--- src/rtl/fifo_rd_ctrl_if.sv ---
// Handshake bundle between the FIFO read controller, the FIFO it drains and
// the downstream consumer. The master modport is the controller's view.
interface fifo_rd_ctrl_if #(
  parameter int data_width  = 6,
  parameter int count_width = 8
);
  logic                   enable;
  logic                   empty_fifo;
  logic                   almost_empty_fifo;
  logic                   error;
  logic [data_width-1:0]  data_out_fifo;
  logic                   rd_enable;
  logic                   ready_in;
  logic                   valid_out;
  logic [data_width-1:0]  data_out;
  logic [count_width-1:0] word_count;
  logic                   err_out;
  logic                   low_level;

  modport master (
    input  enable, empty_fifo, almost_empty_fifo, error, data_out_fifo, ready_in,
    output rd_enable, valid_out, data_out, word_count, err_out, low_level
  );

  modport slave (
    output enable, empty_fifo, almost_empty_fifo, error, data_out_fifo, ready_in,
    input  rd_enable, valid_out, data_out, word_count, err_out, low_level
  );
endinterface

--- src/rtl/fifo_rd_ctrl.sv ---
// Drains a one-cycle-latency FIFO into a 2-entry skid buffer and presents the
// words downstream on a valid/ready handshake, counting delivered words.
module fifo_rd_ctrl #(
  parameter int data_width  = 6,
  parameter int count_width = 8
) (
  input logic            clk,
  input logic            reset,
  fifo_rd_ctrl_if.master bus
);
  typedef enum logic [1:0] {IDLE, ACTIVE, DRAIN, ERROR} state_t;

  state_t                 state, state_nxt;
  logic [1:0]             occ;
  logic                   inflight;
  logic [data_width-1:0]  buf0, buf1;
  logic [count_width-1:0] wcnt;
  logic                   err_q, low_q;
  logic                   pop, rd, cap_slot;

  always_comb begin
    pop = (occ != 2'd0) && bus.ready_in;
    // Reserve a slot for every word already requested, net of this cycle's pop.
    rd  = (state == ACTIVE) && !bus.empty_fifo &&
          (({1'b0, occ} + {2'b00, inflight}) < (3'd2 + {2'b00, pop}));
    cap_slot = (occ == 2'd2) || ((occ == 2'd1) && !pop);

    state_nxt = state;
    if (bus.error) begin
      state_nxt = ERROR;
    end else begin
      case (state)
        IDLE:    if (bus.enable) state_nxt = ACTIVE;
        ACTIVE:  if (!bus.enable) state_nxt = DRAIN;
        DRAIN: begin
          if (bus.enable)                            state_nxt = ACTIVE;
          else if ((occ == 2'd0) && !inflight)       state_nxt = IDLE;
        end
        ERROR:   state_nxt = ERROR;
        default: state_nxt = IDLE;
      endcase
    end
  end

  always_ff @(posedge clk) begin
    if (!reset) begin
      state    <= IDLE;
      occ      <= '0;
      inflight <= 1'b0;
      buf0     <= '0;
      buf1     <= '0;
      wcnt     <= '0;
      err_q    <= 1'b0;
      low_q    <= 1'b0;
    end else begin
      state <= state_nxt;
      low_q <= bus.almost_empty_fifo;
      if (pop) wcnt <= wcnt + count_width'(1);
      if (state_nxt == ERROR) begin
        err_q    <= 1'b1;
        occ      <= '0;
        inflight <= 1'b0;
      end else begin
        inflight <= rd;
        occ      <= occ + {1'b0, inflight} - {1'b0, pop};
        if (pop) buf0 <= buf1;
        // Capture lands behind whatever survives this cycle's pop.
        if (inflight) begin
          if (cap_slot) buf1 <= bus.data_out_fifo;
          else          buf0 <= bus.data_out_fifo;
        end
      end
    end
  end

  assign bus.rd_enable  = rd;
  assign bus.valid_out  = (occ != 2'd0);
  assign bus.data_out   = buf0;
  assign bus.word_count = wcnt;
  assign bus.err_out    = err_q;
  assign bus.low_level  = low_q;
endmodule

--- src/flat_wrapper.sv ---
// flat-port wrapper written by rule: the top's interface ports become plain ports
module fifo_rd_ctrl_flat 
#(
  parameter int data_width  = 6,
  parameter int count_width = 8
)
  (clk, reset, bus_enable, bus_empty_fifo, bus_almost_empty_fifo, bus_error, bus_data_out_fifo, bus_ready_in, bus_rd_enable, bus_valid_out, bus_data_out, bus_word_count, bus_err_out, bus_low_level);
  fifo_rd_ctrl_if #(.data_width(data_width), .count_width(count_width)) bus_i ();
  input logic clk;
  input logic reset;
  input wire logic [$bits(bus_i.enable)-1:0] bus_enable;
  input wire logic [$bits(bus_i.empty_fifo)-1:0] bus_empty_fifo;
  input wire logic [$bits(bus_i.almost_empty_fifo)-1:0] bus_almost_empty_fifo;
  input wire logic [$bits(bus_i.error)-1:0] bus_error;
  input wire logic [$bits(bus_i.data_out_fifo)-1:0] bus_data_out_fifo;
  input wire logic [$bits(bus_i.ready_in)-1:0] bus_ready_in;
  output wire logic [$bits(bus_i.rd_enable)-1:0] bus_rd_enable;
  output wire logic [$bits(bus_i.valid_out)-1:0] bus_valid_out;
  output wire logic [$bits(bus_i.data_out)-1:0] bus_data_out;
  output wire logic [$bits(bus_i.word_count)-1:0] bus_word_count;
  output wire logic [$bits(bus_i.err_out)-1:0] bus_err_out;
  output wire logic [$bits(bus_i.low_level)-1:0] bus_low_level;
  assign bus_i.enable = bus_enable;
  assign bus_i.empty_fifo = bus_empty_fifo;
  assign bus_i.almost_empty_fifo = bus_almost_empty_fifo;
  assign bus_i.error = bus_error;
  assign bus_i.data_out_fifo = bus_data_out_fifo;
  assign bus_i.ready_in = bus_ready_in;
  assign bus_rd_enable = bus_i.rd_enable;
  assign bus_valid_out = bus_i.valid_out;
  assign bus_data_out = bus_i.data_out;
  assign bus_word_count = bus_i.word_count;
  assign bus_err_out = bus_i.err_out;
  assign bus_low_level = bus_i.low_level;
  fifo_rd_ctrl #(.data_width(data_width), .count_width(count_width)) u_core (.clk(clk), .reset(reset), .bus(bus_i));
endmodule
--- config.mk ---
export PLATFORM = sky130hd
export DESIGN_NAME = fifo_rd_ctrl_flat
export DESIGN_NICKNAME = d
export VERILOG_FILES = /design/src/rtl/fifo_rd_ctrl_if.sv /design/src/rtl/fifo_rd_ctrl.sv /design/src/flat_wrapper.sv
export SDC_FILE = /design/constraint.sdc
export NUM_CORES = 1
export LEC_CHECK = 0
export CORE_ASPECT_RATIO = 1.4
export CORE_MARGIN = 4
export CORE_UTILIZATION = 45
export DETAILED_ROUTE_END_ITERATION = 10
export PLACE_DENSITY_LB_ADDON = 0.1
export SLEW_MARGIN = 10
export SYNTH_ARGS = -nofsm -noshare
export SYNTH_HDL_FRONTEND = slang
export SYNTH_SLANG_ARGS = --single-unit
export TNS_END_PERCENT = 50
--- constraint.sdc ---
create_clock -name clk -period 2 [get_ports clk]
set_input_delay 0.5 -clock clk [delete_from_list [all_inputs] [get_ports clk]]
set_output_delay 0.5 -clock clk [all_outputs]
set_load 0.02 [all_outputs]
==> out/metrics.yaml, run 1 <==
portBuffers: 30
cp.arrival_ns: 1.42
drv_slew: 0
die-width_microns: 56.0
grt_usage_pct: 17.4
yosysWarnings: 0
rows: 24
path_max_fanout: 2
final.setup_skew_ns: 0.00376
core-area_sq_um: 3090
vias_per_cell: 5.62
io_pins: 31
final_cell_mix: "clkdlybuf4s50_1, dfxtp_1, buf_4"
antenna_found_initial: 0
cp_top_family: "adder cells"
placed_cell_area_sq_um: 1840
synth_seq_cells: 27
hold_viol_final: 0
worst_path_max_delay_cell: "dfxtp_2"
cap_violations: 0
tritoncts: "yes"
cts.sinks: 27
grt_overflow: 0
syn_avg_cell_area_sq_um: 9.24
crit_chain: "ha_2, ha_4, o21ai_1, and4b_1, buf_6"
critPathMaxStageDelay_ns: 0.33
cts.clk_slew.worst_paths_ns: 0.09
final_util_pct: 62.0
setup_tns_ns: 0
wl_mm: 3.43
synthTopCellsByArea: "dfxtp_1, o221ai_1, ha_1, mux2i_1, xnor2_1"
gp_routability_congestion: 0.739
synth_top_area_share_pct: 37.3
cts_root_buffer: "clkbuf_8"
place_inst: 230
h-tree-depth: 1
hold_path_class: "reg -> reg"
nets: 214
post-place-ws_ns: -0.521
cp-end-kind: "output pin"
grt_pass1_wl_mm: 5.81
required_ns: 1.50
antenna_left: 0
peakVddDrop_mv: 0.403
netlist_instances: 157
synthDistinctLibCells: 41
syn_area_sq_um: 1450
areaGrowthSynthToFinish_pct: 32.3
clk_latency_ns: 0.27
start_util_pct: 46.9
synth_nets: 175
setup_ws_ns: 0.0751
p_per_area_nw_per_um2: 505
power.leakage_nw: 0.828
wl_per_cell_microns: 14.6
critical_path_class: "reg -> out"
die-area_sq_um: 4210
fmax_ghz: 0.520
ys.flop_type: "dfxtp_1"
drcViolationCount: 0
cp_num_buf_inv: 1
rsz0062_at_grt: "yes"
postCtsSetupBuffers: 0
grt_max_degree: 22
diodes: 0
vias: 1315
yosysSeqAreaShare_pct: 37.3
status: "finished, final reports clean"
post-dp-hpwl_mm: 2.49
cp-start-kind: "flop"
post-route-period-util_pct: 96.2
setup_viol: 0
drive_gt1_share_pct: 15.4
ff2ff_setup_slack_ns: 0.12
clk_path_buf_depth: 2
stdcell_area_sq_um: 1920
dr.pass1.iters: 4
synth_enable_flop_cells: 0
cts_buffers: 3
die_h_microns: 75.2
max_slew_margin_pct: 73.2
stdcell_count: 234
worst_pin_slew_ns: 0.400
grt_pass1_vias: 1285
final_common_cell: "clkdlybuf4s50_1"
timing.final.crit_period_ns: 1.92
yosys.area.top_type: "dfxtp_1"
ys_async_sr_fraction_pct: 0
drt_iter0_drc: 21
-- worst paths after layout --
check,end,startpoint,cells after the start
min,u_core.bus.err_out,u_core.bus.err_out,1
min reg2reg,u_core.bus.err_out,u_core.bus.err_out,1
max,bus_rd_enable,u_core.inflight,5
max reg2reg,u_core.occ[1],u_core.occ[0],10
-- through the flow --
step / hold slack, ns / power, mW
6_report: 0.478 / 0.968
2_1_floorplan: 0.487 / 0.610
4_1_cts: 0.486 / 0.983
3_3_place_gp: 0.453 / 0.663
5_1_grt: 0.521 / 1.02
3_5_place_dp: 0.462 / 0.666
-- cell type report --
class,instances,area (sq um)
tap,39,48.8
inverter,5,18.8
sequential,27,544
timing repair buffer,43,408
fill,273,1170
multi-input combinational,116,853
clock buffer,4,45.0
-- cell families after synthesis --
group,count (synthesis),share of synthesized area (%)
muxes,6,4.14
xor gates and xnor gates,8,4.83
and+or+nand+nor,58,24.9
buffers and inverters,14,4.92
adders and majority gates,5,4.31
AOI/OAI and AO/OA,39,19.6
DFF,27,37.3
-- power breakdown --
part | switching (mW) | total (mW) | internal [mW]
sequential | 0.00533 | 0.551 | 0.545
combinational | 0.0469 | 0.103 | 0.0560
clock | 0.172 | 0.315 | 0.143
total | 0.224 | 0.968 | 0.744
-- registers in the layout, summed over array words and instances, names as in the netlist --
name                   count
u_core.bus.low_level       1
u_core.occ                 2
u_core.inflight            1
u_core.state               2
u_core.bus.data_out        6
u_core.bus.word_count      8
u_core.bus.err_out         1
u_core.buf1                6
-- per-layer routing --
metal / routed length, microns / track usage, %
met5: 0 / 0
met4: 95 / 9.23
met3: 168 / 2.92
met2: 1710 / 30.7
met1: 1450 / 20.4
-- synth_stat cells, types with 5 or more instances --
cell,count
a21oi_1,7
and2_1,8
and3b_1,5
dfxtp_1,27
ha_1,5
mux2i_1,6
nor2_1,8
nor2b_1,8
o21ai_0,9
o221ai_1,10
or3_1,7
xnor2_1,6
-- repair_timing --
action	in CTS	in global routing
setup endpoints to repair	2	2
hold endpoints to repair	0	0
resized for setup	6	10
pin swaps	1	2
hold buffers	0	0
No activity file was read; power rests on OpenSTA's default activity.
==> run 2: changes to the inputs <==
==> constraint.sdc (replaced) <==
create_clock -name clk -period 2.3 [get_ports clk]
set_input_delay 0.575 -clock clk [delete_from_list [all_inputs] [get_ports clk]]
set_output_delay 0.575 -clock clk [all_outputs]
set_load 0.02 [all_outputs]
==> out/metrics.yaml, run 2 (same netlist as run 1, synthesis figures left out) <==
cts.sinks: 27
grt_max_degree: 22
cts.clk_slew.worst_paths_ns: 0.10
portBuffers: 30
core-area_sq_um: 3090
r2r_start: "u_core.occ[0]"
vias_per_cell: 5.50
start_util_pct: 46.9
grt_usage_pct: 16.7
ff2ff_setup_slack_ns: 0.38
vias: 1266
path_max_fanout: 16
reg2reg_depth: 10
crit_chain: "buf_4, nor2_1, inv_1, clkdlybuf4s50_1"
max_slew_margin_pct: 74.7
top_usage_layer: "met2"
total_power_mw: 0.849
drv_slew: 0
reg2reg_to: "u_core.occ[1]"
io_pins: 31
rows: 24
nets: 210
drcViolationCount: 0
post-place-ws_ns: -0.372
critPathMaxStageDelay_ns: 0.59
dr.pass1.iters: 4
power.leakage_nw: 0.794
timing.final.crit_period_ns: 2.23
grt_pass1_vias: 1266
gp_routability_congestion: 0.731
clk_path_buf_depth: 2
tritoncts: "yes"
hold_path_class: "reg -> reg"
fill_cells: 276
clk_latency_ns: 0.28
required_ns: 1.73
h-tree-depth: 1
cp.arrival_ns: 1.65
die-width_microns: 56.0
final.setup_skew_ns: 0.00905
cap_violations: 0
post-route-period-util_pct: 96.8
setup_ws_ns: 0.0731
wl_per_cell_microns: 14.4
setup_viol: 0
die-area_sq_um: 4210
worst_pin_slew_ns: 0.377
cp-end-kind: "output pin"
use_met1_pct: 20.0
met2_usage_pct: 28.5
p_per_area_nw_per_um2: 456
antenna_left: 0
largest_reg_flops: 8
wl_mm: 3.31
grt_pass1_wl_mm: 5.63
grt_overflow: 0
diodes: 0
areaGrowthSynthToFinish_pct: 28.3
stdcell_area_sq_um: 1860
hold_depth: 1
whs_ns: 0.479
post-dp-hpwl_mm: 2.44
cp-start-kind: "flop"
hold_end: "u_core.bus.err_out"
drt_iter0_drc: 27
status: "finished, final reports clean"
worst_path_max_delay_cell: "clkdlybuf4s50_1"
critical_path_class: "reg -> out"
antenna_found_initial: 0
die_h_microns: 75.2
peakVddDrop_mv: 0.314
rsz0062_at_grt: "no"
drive_gt1_share_pct: 11.5
fmax_ghz: 0.449
postCtsHoldBufs: 0
final_cell_mix: "clkdlybuf4s50_1, dfxtp_1, o221ai_1, buf_4, o21ai_0"
hp-start: "u_core.bus.err_out"
cts_buffers: 3
cts_root_buffer: "clkbuf_8"
hold_viol_final: 0
final_common_cell: "clkdlybuf4s50_1"
use_met3_pct: 3.43
setup_tns_ns: 0
placed_cell_area_sq_um: 1810
run 2: cell count changes in the layout (fill, tap and decap cells not counted), sizes merged:
cell           change
dlymetal6s2s       -1
clkinvlp           +1
dlygate4sd2        -1
clkbuf             -1
buf                -4
clkdlybuf4s50      +2
run 2: routing by layer:
layer	wire length, microns	share of wire [%]	vias to the layer above
met1	1420	43	583
li1	-	-	638
met5	0	0	-
met2	1630	49	37
met4	99	3.0	0
met3	153	4.6	8
run 2: area by class of cell:
cell class	instances	area [sq um]	share of cell area [%]
clock inverter	1	7.51	0.403
clock buffer	3	41.3	2.22
inverter	5	18.8	1.01
tap	39	48.8	2.62
sequential	27	541	29.1
multi-input combinational	116	838	45.1
timing repair buffer	39	365	19.6
run 2: power by group:
| group | leakage [nW] | switching (mW) | total (mW) | internal (mW) |
|---|---|---|---|---|
| clock | 0.0217 | 0.160 | 0.283 | 0.123 |
| combinational | 0.554 | 0.0400 | 0.0877 | 0.0477 |
| sequential | 0.219 | 0.00461 | 0.479 | 0.474 |
run 2: worst max-delay path: cells and delay by family (launching register included):
family                 cells  cell delay (ns)
buffers and inverters      3             0.89
flip-flops                 1             0.40
AND/OR/NAND/NOR            1             0.08
run 2: through the flow:
| step | cells | util [%] |
|---|---|---|
| 2_1_floorplan | 157 | - |
| 3_3_place_gp | 226 | 58.7 |
| 3_5_place_dp | 226 | 58.7 |
| 4_1_cts | 230 | 60.1 |
| 5_1_grt | 230 | 60.2 |
| 6_report | 230 | 60.2 |
run 2: worst max path at each step:
stage,startpoint,end,slack [ns],cells after the start
after floorplan,u_core.occ[1],u_core.occ[1],0.48,9
after global placement,bus_ready_in,bus_rd_enable,-0.34,5
after detailed placement,bus_ready_in,bus_rd_enable,-0.37,5
after CTS,u_core.occ[1],bus_valid_out,0.07,4
after global routing,u_core.occ[1],bus_valid_out,0.006,4
final,u_core.occ[1],bus_valid_out,0.07,4
run 2: timing repair:
action	4_1_cts	5_1_grt
gates resized for setup	4	1
pin swaps	0	0
buffers inserted	0	0
endpoints found under the setup margin	1	1
==> run 3: changes to the inputs <==
==> constraint.sdc (replaced) <==
create_clock -name clk -period 1.9 [get_ports clk]
set_input_delay 0.475 -clock clk [delete_from_list [all_inputs] [get_ports clk]]
set_output_delay 0.475 -clock clk [all_outputs]
set_load 0.02 [all_outputs]
==> out/metrics.yaml, run 3 (same netlist as run 1, synthesis figures left out) <==
antenna_found_initial: 0
power.leakage_nw: 0.825
start_util_pct: 46.9
drt_iter0_drc: 22
clk_path_buf_depth: 2
hp-start: "u_core.bus.err_out"
drv_slew: 0
hold_end: "u_core.bus.err_out"
peakVddDrop_mv: 0.394
reg2reg_depth: 10
final_util_pct: 62.7
hold_path_class: "reg -> reg"
crit_cells: 5
tritoncts: "yes"
critical_path_class: "reg -> out"
vias_per_cell: 5.44
core-area_sq_um: 3090
rsz0062_at_grt: "yes"
drive_gt1_share_pct: 15.9
areaGrowthSynthToFinish_pct: 33.8
nets: 214
r2r_start: "u_core.occ[0]"
p_seq_share_pct: 57.4
multi_input_area_sq_um: 871
grt_max_degree: 22
grt_overflow: 0
hold_viol_final: 0
ff2ff_setup_slack_ns: 0.05
gp_routability_congestion: 0.739
cts.sinks: 27
total_power_mw: 1.01
final-seq-area_sq_um: 544
worst_path_max_delay_cell: "dfxtp_2"
cp_num_buf_inv: 1
setup_tns_ns: 0
grt_usage_pct: 16.9
status: "finished, final reports clean"
final_common_cell: "clkdlybuf4s50_1"
portBuffers: 30
die-width_microns: 56.0
dr.pass1.iters: 4
grt_pass1_vias: 1333
drcViolationCount: 0
largest_reg_flops: 8
antenna_left: 0
wl_per_cell_microns: 14.5
fill_cells: 276
post-dp-hpwl_mm: 2.46
cp-end-kind: "output pin"
hold_depth: 1
swShare_pct: 22.9
diodes: 0
required_ns: 1.42
cts_root_buffer: "clkbuf_8"
cp_common_cell: "ha_4"
cp_top_family: "adder cells"
setup_viol: 0
path_max_fanout: 2
h-tree-depth: 1
grt_pass1_wl_mm: 5.73
die_h_microns: 75.2
combPwrFrac_pct: 10.7
power_switching_mw: 0.231
timing.final.crit_period_ns: 1.89
fmax_ghz: 0.529
cp.arrival_ns: 1.42
final_cell_mix: "clkdlybuf4s50_1, dfxtp_1, o221ai_1, buf_4"
die-area_sq_um: 4210
vias: 1272
internal-power_mw: 0.780
p_per_area_nw_per_um2: 521
clkPwrFrac_pct: 31.9
wl_mm: 3.40
final.setup_skew_ns: 0.00585
cap_violations: 0
rows: 24
cts.clk_slew.worst_paths_ns: 0.09
crit_chain: "ha_4, ha_4, o21ai_1, and4b_1, buf_6"
reg2reg_to: "u_core.occ[1]"
max_slew_margin_pct: 74.6
io_pins: 31
clk_latency_ns: 0.27
cts_buffers: 3
post-route-period-util_pct: 99.5
cp-start-kind: "flop"
worst_pin_slew_ns: 0.379
critPathMaxStageDelay_ns: 0.35
## run 3: worst max-delay path by stage
stage	startpoint	to	slack (ns)
floorplan	u_core.occ[1]	u_core.occ[1]	0.08
CTS	u_core.inflight	bus_rd_enable	-0.06
finish	u_core.occ[0]	bus_rd_enable	0.009
global route	u_core.occ[0]	bus_rd_enable	-0.05
global placement	bus_ready_in	bus_rd_enable	-0.54
detailed placement	bus_ready_in	bus_rd_enable	-0.57
## run 3: area by class of cell
class | instances | area share, %
inverter | 5 | 0.967
multi-input combinational | 116 | 44.9
tap | 39 | 2.51
timing repair buffer | 43 | 21.2
sequential | 27 | 28.0
clock buffer | 3 | 2.13
clock inverter | 1 | 0.258
## run 3: stage by stage
| step | cells | hold WS [ns] | worst slack, ns | instance area, sq um |
|---|---|---|---|---|
| after floorplan | 157 | 0.487 | 0.0814 | 1450 |
| after global placement | 229 | 0.453 | -0.543 | 1840 |
| after detailed placement | 229 | 0.458 | -0.566 | 1840 |
| after CTS | 233 | 0.482 | -0.0574 | 1900 |
| after global routing | 234 | 0.514 | -0.0547 | 1940 |
| final | 234 | 0.472 | 0.00887 | 1940 |
## run 3: repair_timing
item	4_1_cts	5_1_grt
setup endpoints to repair	3	2
hold buffers	0	0
gates resized for setup	13	7
pin swaps	1	2
buffers inserted	0	1
hold endpoints to repair	0	0
## run 3: power by group through the flow
stage	registers, mW	clock network, mW	logic [mW]
after floorplan	0.598	0	0.0443
after global placement	0.592	0	0.106
after detailed placement	0.593	0	0.108
after global routing	0.581	0.357	0.118
final	0.580	0.322	0.108
after CTS	0.580	0.342	0.108
## run 3: routing by layer
layer / vias up / global-route usage [%] / routed length (microns)
met4: 0 / 7.65 / 87
met5: - / 0 / 0
met1: 598 / 18.5 / 1390
met3: 6 / 3.09 / 111
li1: 643 / - / -
met2: 25 / 31.7 / 1820
## run 3: worst register-to-register path: stages, from the launching register on
cell and delay [ns]:
dfxtp_2 0.35, buf_8 0.16, o21ai_4 0.14, buf_6 0.12, inv_2 0.03, ha_1 0.26
inv_1 0.04, ha_1 0.20, xnor2_1 0.19, xnor2_1 0.08, and3_1 0.17
